==> src/rtl/ext_bus_sequencer.sv <==
// ext_bus_sequencer: phi2/clock-enable generator with wait-state stretching for external bus cycles (optional EXT_RDY_EN adds ext_rdy handshake)
module ext_bus_sequencer #(
  parameter int CLKEN_BITS   = 2,
  parameter int WAIT_BITS    = 3,
  parameter int DEFAULT_WAIT = 2
) (
  input  logic                 clk,
  input  logic                 resb,
  input  logic [15:0]          cpu_addr,
  input  logic                 cpu_we,
  input  logic [7:0]           cpu_dout,
  input  logic                 bus_sel,
  input  logic                 cfg_we,
  input  logic [WAIT_BITS-1:0] cfg_wait,
  input  logic [7:0]           data_in,
`ifdef EXT_RDY_EN
  input  logic                 ext_rdy,
  output logic                 rdy_timeout,
`endif
  output logic [7:0]           data_out,
  output logic                 data_oe,
  output logic                 ext_rwb,
  output logic                 phi2,
  output logic                 cpu_clken,
  output logic                 via_clken,
  output logic [7:0]           rd_data,
  output logic                 busy
);
  localparam int HALF = 2 ** (CLKEN_BITS - 1);
  localparam int CW   = (CLKEN_BITS > 1) ? CLKEN_BITS - 1 : 1;
  typedef enum logic [1:0] {PH_LOW, PH_HIGH, PH_WAIT} state_t;
  state_t               st, nxt;
  logic [CW-1:0]        ctr;
  logic [WAIT_BITS-1:0] wait_rem, wait_cfg;
  logic                 acc_ext, acc_wr, wr_nxt;
  logic                 last, enter, fin, rdy_hold;
  logic                 unused;
  assign unused = ^cpu_addr;
`ifdef EXT_RDY_EN
  logic [1:0] rdy_s;
  logic [7:0] tcnt;
  logic       hold;
  assign rdy_hold = acc_ext && !rdy_s[1] && tcnt != 8'hFF;
  assign hold = ((st == PH_HIGH && last) || (st == PH_WAIT && wait_rem <= 1)) && rdy_hold;
`else
  assign rdy_hold = 1'b0;
`endif
  // next phase: leave phi2-high once the half-phase and any wait states (and ready hold) are done
  always_comb begin
    last   = ctr == CW'(HALF - 1);
    enter  = st == PH_LOW && last;
    fin    = ((st == PH_HIGH && last && wait_rem == '0) || (st == PH_WAIT && wait_rem <= 1)) && !rdy_hold;
    nxt    = enter ? PH_HIGH : fin ? PH_LOW : (st == PH_HIGH && last) ? PH_WAIT : st;
    wr_nxt = enter ? (bus_sel && cpu_we) : acc_wr;
  end
  // phase sequencer with all bus outputs registered from the next state
  always_ff @(posedge clk or negedge resb) begin
    if (!resb) begin
      st        <= PH_LOW;
      ctr       <= '0;
      wait_rem  <= '0;
      wait_cfg  <= WAIT_BITS'(DEFAULT_WAIT);
      acc_ext   <= 1'b0;
      acc_wr    <= 1'b0;
      phi2      <= 1'b0;
      busy      <= 1'b0;
      cpu_clken <= 1'b0;
      via_clken <= 1'b0;
      data_oe   <= 1'b0;
      data_out  <= '0;
      rd_data   <= '0;
      ext_rwb   <= 1'b1;
`ifdef EXT_RDY_EN
      rdy_s       <= '0;
      tcnt        <= '0;
      rdy_timeout <= 1'b0;
`endif
    end else begin
      st        <= nxt;
      ctr       <= (nxt != st) ? '0 : ctr + 1'b1;
      wait_rem  <= enter ? (bus_sel ? wait_cfg : '0) : (st == PH_WAIT && wait_rem != '0) ? wait_rem - 1'b1 : wait_rem;
      wait_cfg  <= cfg_we ? cfg_wait : wait_cfg;
      acc_ext   <= enter ? bus_sel : acc_ext;
      acc_wr    <= wr_nxt;
      phi2      <= nxt != PH_LOW;
      busy      <= nxt == PH_WAIT;
      cpu_clken <= fin;
      via_clken <= cpu_clken;
      data_oe   <= nxt != PH_LOW && wr_nxt;
      ext_rwb   <= !(nxt != PH_LOW && wr_nxt);
      data_out  <= (enter && bus_sel && cpu_we) ? cpu_dout : data_out;
      rd_data   <= (fin && acc_ext && !acc_wr) ? data_in : rd_data;
`ifdef EXT_RDY_EN
      rdy_s       <= {rdy_s[0], ext_rdy};
      tcnt        <= fin ? '0 : hold ? tcnt + 1'b1 : tcnt;
      rdy_timeout <= fin && acc_ext && !rdy_s[1];
`endif
    end
  end
endmodule

==> config.mk <==
export PLATFORM = sky130hd
export DESIGN_NAME = ext_bus_sequencer
export DESIGN_NICKNAME = d
export VERILOG_FILES = /design/src/rtl/ext_bus_sequencer.sv
export SDC_FILE = /design/constraint.sdc
export NUM_CORES = 1
export LEC_CHECK = 0
export BUFFER_PORTS_ARGS = -buffer_cell sky130_fd_sc_hd__clkbuf_2
export CAP_MARGIN = 10
export CORE_MARGIN = 4
export CORE_UTILIZATION = 49
export DETAILED_ROUTE_END_ITERATION = 8
export PLACE_DENSITY = 0.8
export SETUP_SLACK_MARGIN = 0.2
export SKIP_LAST_GASP = 1
export SLEW_MARGIN = 0
export SYNTH_ARGS = -nofsm -noshare
export SYNTH_HDL_FRONTEND = slang
export SYNTH_SLANG_ARGS = --single-unit
==> constraint.sdc <==
create_clock -name clk -period 2.7 [get_ports clk]
set_input_delay 0.27 -clock clk [delete_from_list [all_inputs] [get_ports clk]]
set_output_delay 0.27 -clock clk [all_outputs]
set_load 0.05 [all_outputs]
==> impl_metrics.ini, run 1 <==
[status]
status = finished, violations left
violations = negative hold slack

[sta]
maxSlewHeadroom_pct = 44.97
whs_ps = -6.259
timing.final.ws_setup_ps = 681.0
drv_slew = 0
unrepaired_setup_endpoints_after_global_routing = false
timing.clock.skew_ps = 8.635
period_share_pct = 74.78
final_period_minus_worst_setup_slack_ps = 2019
number_of_failing_hold_endpoints_at_the_final_stage = 18
fin_tns_setup_ps = 0
setup_viol_count_final = 0
maximum_operating_frequency_ghz = 0.4953
timing_worst_slew_pin_value_ps = 823.7

[cells_and_area]
final_cells = 184
layout.cells.most_common = sky130_fd_sc_hd__clkbuf_2
postLayoutCoreUtil_pct = 61.78
fillCellCount = 221
drive_gt1_share_pct = 50.33
areaGrowthSynthToFinish_pct = 21.84
stdcell_area_sq_um = 1689
layout.nets = 194
antenna_cells = 0
final_cell_mix = sky130_fd_sc_hd__clkbuf_2 (45), sky130_fd_sc_hd__dfrtp_1 (31), sky130_fd_sc_hd__mux2_2 (11)

[clocking]
postCtsSetupBuffers = 0
cts.repair.resized = 0
root_buf_cell = sky130_fd_sc_hd__clkbuf_4
worst_skew_pair.late_latency_ps = 330
inserted_clock_buffers = 5
worst_setup_hold_path_clk_slew_ps = 100
cts_tree = done
cts_hold_repair.buffers = 0
cts.htree.levels = 2
maximum_clock_insertion_buffer_count = 2
cts_num_sinks = 33

[logic_synthesis]
ys_ff_latch = 33
dominant_combinational_cell_family_by_area_after_synthesis = multiplexers
netlist-cell-type-count = 31
post_synthesis_net_count = 144
synth.mux.area_fraction_pct = 18.32
syn-mean-instance-area_sq_um = 13.59
syn-instance-count = 102
synthesized_area_fraction_occupied_by_and_or_nand_nor_cells_pct = 11.37
post_synthesis_cell_area_sq_um = 1386
yosys.area_share.xor_xnor_pct = 0.6318
synth_adder_area_share_pct = 1.805
synth-seq-area-share_pct = 59.75
synth_compound_gate_area_share_pct = 5.596
yosys_warnings = 0

[routing]
drtIter0Drc = 20
dr_vias_cell = 5.266
wl_per_cell_microns = 14.41
dr_total_vias = 969
detail_route.wirelength_microns = 2652
drtPass1Iterations = 4
drt.antenna.violating_nets = 0
route.detailed.drc = 0

[worst_setup_path]
worstSetupStartpoint = wait_rem[1]
cp_data_required_time_ps = 2920
regToRegEndpoint = rd_data[1]
capturing_element_type_of_the_critical_path = register
critical_path.startpoint_type = register
crit_path_max_fo = 8
setup.worst_path.end = rd_data[1]
worst-r2r-setup-slack_ps = 680
timing.critical_path.arrival_ps = 2240
crit-reg2reg-launch = wait_rem[1]
r2r.worst_path.cells = 5
setup.worst_path.class = register to register

[place]
place_congestion = 0.7662
post-place-cells = 176
place_hpwl_microns = 2019
dpl-instance-area_sq_um = 1634
buffer_ports.inserted = 45
dpl_worst_slack_ps = 719.3

[grt]
number_of_antenna_violations_at_the_first_check_in_global_routing = 0
grt_pass1_wl_microns = 4278
grt_max_degree = 34
overall_global_routing_resource_usage_pct = 16.31
first_global_vias = 942
grt_overflow = 0

[run]
max_cap_viol = 0

[pwr]
power_per_cell_area_nw_per_um2 = 1406
static-leakage-power_nw = 0.8559
fin_total_pwr_mw = 2.375
maximum_vdd_ir_drop_mv = 0.9914

[min_path]
hold_path_class = input port to asynchronous set/reset pin

[floorplanning]
die_height_microns = 61.19
die_w_microns = 61.19
io-pin-count = 62
core-area_sq_um = 2734
initial_utilization_pct = 50.71
die-area_sq_um = 3744
rows = 19
cells by family (layout without fill, tap and decap cells):
group           count (synthesis)  count (layout)
flops                          33              33
simple gates                   26              26
mux                            20              20
compound gates                 13              13
buf+inv                         7              58
fa+ha+maj                       2               2
xor+xnor                        1               1
worst max-delay path: stages (launching register included):
cell and delay (ps):
sky130_fd_sc_hd__dfrtp_1 440, sky130_fd_sc_hd__inv_1 100, sky130_fd_sc_hd__ha_1 210, sky130_fd_sc_hd__nand4b_1 130
sky130_fd_sc_hd__a2111o_1 650, sky130_fd_sc_hd__mux2_4 370
worst min-delay path by stage:
stage	startpoint	slack, ps	cells past startpoint	to
2_1_floorplan	resb	-30	0	acc_ext
3_5_place_dp	cpu_clken	370	0	via_clken
4_1_cts	resb	20	1	rd_data[5]
3_3_place_gp	cpu_clken	350	0	via_clken
6_report	resb	-6	1	via_clken
5_1_grt	resb	60	1	rd_data[4]
flip-flops by register name (all words and copies together), names as in the netlist, 2 cells and up:
| signal | count |
|---|---|
| data_out | 8 |
| rd_data | 8 |
| wait_cfg | 3 |
| wait_rem | 3 |
| st | 2 |
cells in the mapped netlist:
master,instances,share of area (%)
sky130_fd_sc_hd__a2111o_1,1,0.81
sky130_fd_sc_hd__a21oi_1,6,2.2
sky130_fd_sc_hd__a31oi_1,1,0.45
sky130_fd_sc_hd__and2_1,1,0.45
sky130_fd_sc_hd__and2b_1,1,0.54
sky130_fd_sc_hd__and3_1,2,0.90
sky130_fd_sc_hd__buf_2,1,0.36
sky130_fd_sc_hd__buf_6,1,0.81
sky130_fd_sc_hd__dfrtp_1,31,56
sky130_fd_sc_hd__dfstp_2,2,3.8
sky130_fd_sc_hd__ha_1,2,1.8
sky130_fd_sc_hd__inv_1,5,1.4
sky130_fd_sc_hd__mux2_2,11,8.9
sky130_fd_sc_hd__mux2_4,8,8.7
sky130_fd_sc_hd__mux2i_1,1,0.72
sky130_fd_sc_hd__nand2_1,2,0.54
sky130_fd_sc_hd__nand2b_1,1,0.45
sky130_fd_sc_hd__nand3_1,6,2.2
sky130_fd_sc_hd__nand4b_1,1,0.63
sky130_fd_sc_hd__nor2_1,3,0.81
sky130_fd_sc_hd__nor2_2,1,0.45
sky130_fd_sc_hd__nor2b_1,2,0.90
sky130_fd_sc_hd__nor3b_1,1,0.54
sky130_fd_sc_hd__o211ai_1,1,0.54
sky130_fd_sc_hd__o21ai_0,3,1.1
sky130_fd_sc_hd__o31ai_1,1,0.54
sky130_fd_sc_hd__or2b_1,1,0.54
sky130_fd_sc_hd__or3b_1,1,0.63
sky130_fd_sc_hd__or3b_2,2,1.3
sky130_fd_sc_hd__or4_1,1,0.54
sky130_fd_sc_hd__xor2_1,1,0.63
where the power goes:
| part | switching, mW | internal [mW] | total (mW) |
|---|---|---|---|
| Sequential | 0.151 | 0.721 | 0.872 |
| Clock | 0.165 | 0.0980 | 0.263 |
| Combinational | 0.844 | 0.396 | 1.24 |
area by class of cell:
class / instances / area (sq um) / area share (%)
Timing Repair Buffer: 45 / 225.2 / 13.33
Inverter: 5 / 18.77 / 1.111
Multi-Input combinational cell: 62 / 523.0 / 30.96
Clock inverter: 3 / 17.52 / 1.037
Clock buffer: 5 / 37.54 / 2.222
Tap cell: 31 / 38.79 / 2.296
Sequential cell: 33 / 828.3 / 49.04
layer usage:
layer | vias to the layer above | wire (microns) | global-route usage, %
met3 | 2 | 294 | 7.128
met2 | 43 | 1351 | 27.79
met5 | - | 0 | 0
met1 | 463 | 986 | 17.77
li1 | 461 | - | -
met4 | 0 | 19 | 6.502
Note: power is estimated with default switching activity, not from simulation.
==> run 2: changes to the inputs <==
--- a/config.mk
+++ b/config.mk
@@ -8,9 +8,9 @@
 export BUFFER_PORTS_ARGS = -buffer_cell sky130_fd_sc_hd__clkbuf_2
 export CAP_MARGIN = 10
 export CORE_MARGIN = 4
-export CORE_UTILIZATION = 49
+export CORE_UTILIZATION = 46
 export DETAILED_ROUTE_END_ITERATION = 8
-export PLACE_DENSITY = 0.8
+export PLACE_DENSITY = 0.75
 export SETUP_SLACK_MARGIN = 0.2
 export SKIP_LAST_GASP = 1
 export SLEW_MARGIN = 0
==> constraint.sdc (replaced) <==
create_clock -name clk -period 1.9 [get_ports clk]
set_input_delay 0.19 -clock clk [delete_from_list [all_inputs] [get_ports clk]]
set_output_delay 0.19 -clock clk [all_outputs]
set_load 0.05 [all_outputs]
==> impl_metrics.ini, run 2 (synthesis gave the netlist of run 1 again) <==
[clocking]
worst_setup_hold_path_clk_slew_ps = 100
cts.htree.levels = 2
inserted_clock_buffers = 5
cts_tree = done
root_buf_cell = sky130_fd_sc_hd__clkbuf_4
cts_num_sinks = 33
worst_skew_pair.late_latency_ps = 330
maximum_clock_insertion_buffer_count = 2

[floorplanning]
initial_utilization_pct = 49.00
rows = 19
die_w_microns = 62.90
io-pin-count = 62
die_height_microns = 62.90
core-area_sq_um = 2829
die-area_sq_um = 3956

[routing]
drtPass1Iterations = 4
drtIter0Drc = 18
dr_total_vias = 992
wl_per_cell_microns = 14.40
drt.antenna.violating_nets = 0
detail_route.wirelength_microns = 2793
dr_vias_cell = 5.113
route.detailed.drc = 0

[grt]
first_global_vias = 1060
number_of_antenna_violations_at_the_first_check_in_global_routing = 0
grt_pass1_wl_microns = 4878
grt_overflow = 0
grt_max_degree = 34
overall_global_routing_resource_usage_pct = 16.25

[status]
violations = negative setup slack
status = finished, violations left

[cells_and_area]
final_cell_mix = sky130_fd_sc_hd__clkbuf_2 (45), sky130_fd_sc_hd__dfrtp_1 (30), sky130_fd_sc_hd__mux2_4 (11)
fillCellCount = 227
largestRegisters = data_out x8, rd_data x8
ff_latch_area_sq_um = 829.5
final_cells = 194
drive_gt1_share_pct = 56.44
areaGrowthSynthToFinish_pct = 32.31
layout.cells.most_common = sky130_fd_sc_hd__clkbuf_2
area_of_the_multi_input_gates_sq_um = 558.0
antenna_cells = 0
layout.nets = 204
postLayoutCoreUtil_pct = 64.84

[sta]
timing.final.ws_setup_ps = -53.85
number_of_failing_hold_endpoints_at_the_final_stage = 0
period_share_pct = 102.8
whs_ps = 84.34
drv_slew = 0
timing_worst_slew_pin_value_ps = 789.4
fin_tns_setup_ps = -384.0
unrepaired_setup_endpoints_after_global_routing = true
setup_viol_count_final = 8
timing.clock.skew_ps = 10.57
final_period_minus_worst_setup_slack_ps = 1954
maximum_operating_frequency_ghz = 0.5118
maxSlewHeadroom_pct = 47.37

[worst_setup_path]
crit_path_max_fo = 8
worstSetupStartpoint = wait_rem[1]
critical_path.startpoint_type = register
timing.critical_path.arrival_ps = 2180
cp_data_required_time_ps = 2120
worst-r2r-setup-slack_ps = -50
capturing_element_type_of_the_critical_path = register
setup.worst_path.class = register to register
crit-reg2reg-launch = wait_rem[1]

[pwr]
static-leakage-power_nw = 0.9253
power_per_cell_area_nw_per_um2 = 1988
maximum_vdd_ir_drop_mv = 0.8884
fin_total_pwr_mw = 3.647

[min_path]
hold_path_class = input port to register
worstHoldStart = data_in[3]

[place]
place_hpwl_microns = 1995
post-place-cells = 178
place_congestion = 0.7824
buffer_ports.inserted = 45

[run]
max_cap_viol = 0
-- run 2: critical path, cell delays in order (launching register included) --
cell	delay (ps)
sky130_fd_sc_hd__dfrtp_1	420
sky130_fd_sc_hd__buf_6	130
sky130_fd_sc_hd__or3b_4	380
sky130_fd_sc_hd__a2111o_2	570
sky130_fd_sc_hd__mux2_4	340
-- run 2: path summary, 6_finish.rpt --
kind / end / cells after the start
worst max-delay path: rd_data[1] / 4
worst min-delay path: rd_data[3] / 2
worst max register to register: rd_data[1] / 4
worst min register to register: via_clken / 0
max in group asynchronous: st[1] / 2
min in group asynchronous: rd_data[6] / 2
-- run 2: through the flow --
| stage | setup WS [ps] | area, sq um |
|---|---|---|
| after floorplan | 170.9 | 1391 |
| after global placement | -28.22 | 1654 |
| after detailed placement | -91.92 | 1654 |
| after CTS | 12.41 | 1800 |
| after global routing | -118.1 | 1834 |
| final | -53.85 | 1834 |
-- run 2: routing by layer --
metal  share of wire, %  vias up  global-route usage, %
met5                  0        -                      0
met4                2.1        0                  6.336
met3                7.2        8                  7.734
met2                 47       40                  26.35
met1                 44      463                  18.39
li1                   -      481                      -
-- run 2: area by class of cell --
class | instances | area share (%)
sequential | 33 | 45.23
multi-input combinational | 62 | 30.42
timing repair buffer | 55 | 17.39
clock buffer | 7 | 3.547
tap | 31 | 2.115
inverter | 5 | 1.023
clock inverter | 1 | 0.2729
-- run 2: report_power, final --
group          internal (mW)  leakage (nW)  total, mW  switching [mW]
Sequential              1.03         0.393       1.21           0.186
Clock                  0.214        0.0413      0.440           0.226
Combinational          0.708         0.491       1.99            1.28
Total                   1.95         0.925       3.65            1.70
-- run 2: timing repair --
item / CTS / global route
endpoints found under the hold margin: 31 / 0
gates resized for setup: 6 / 6
cloned: 0 / 0
hold buffers: 1 / 0
pin swaps: 4 / 4
buffers inserted: 5 / 2
endpoints found under the setup margin: 16 / 16
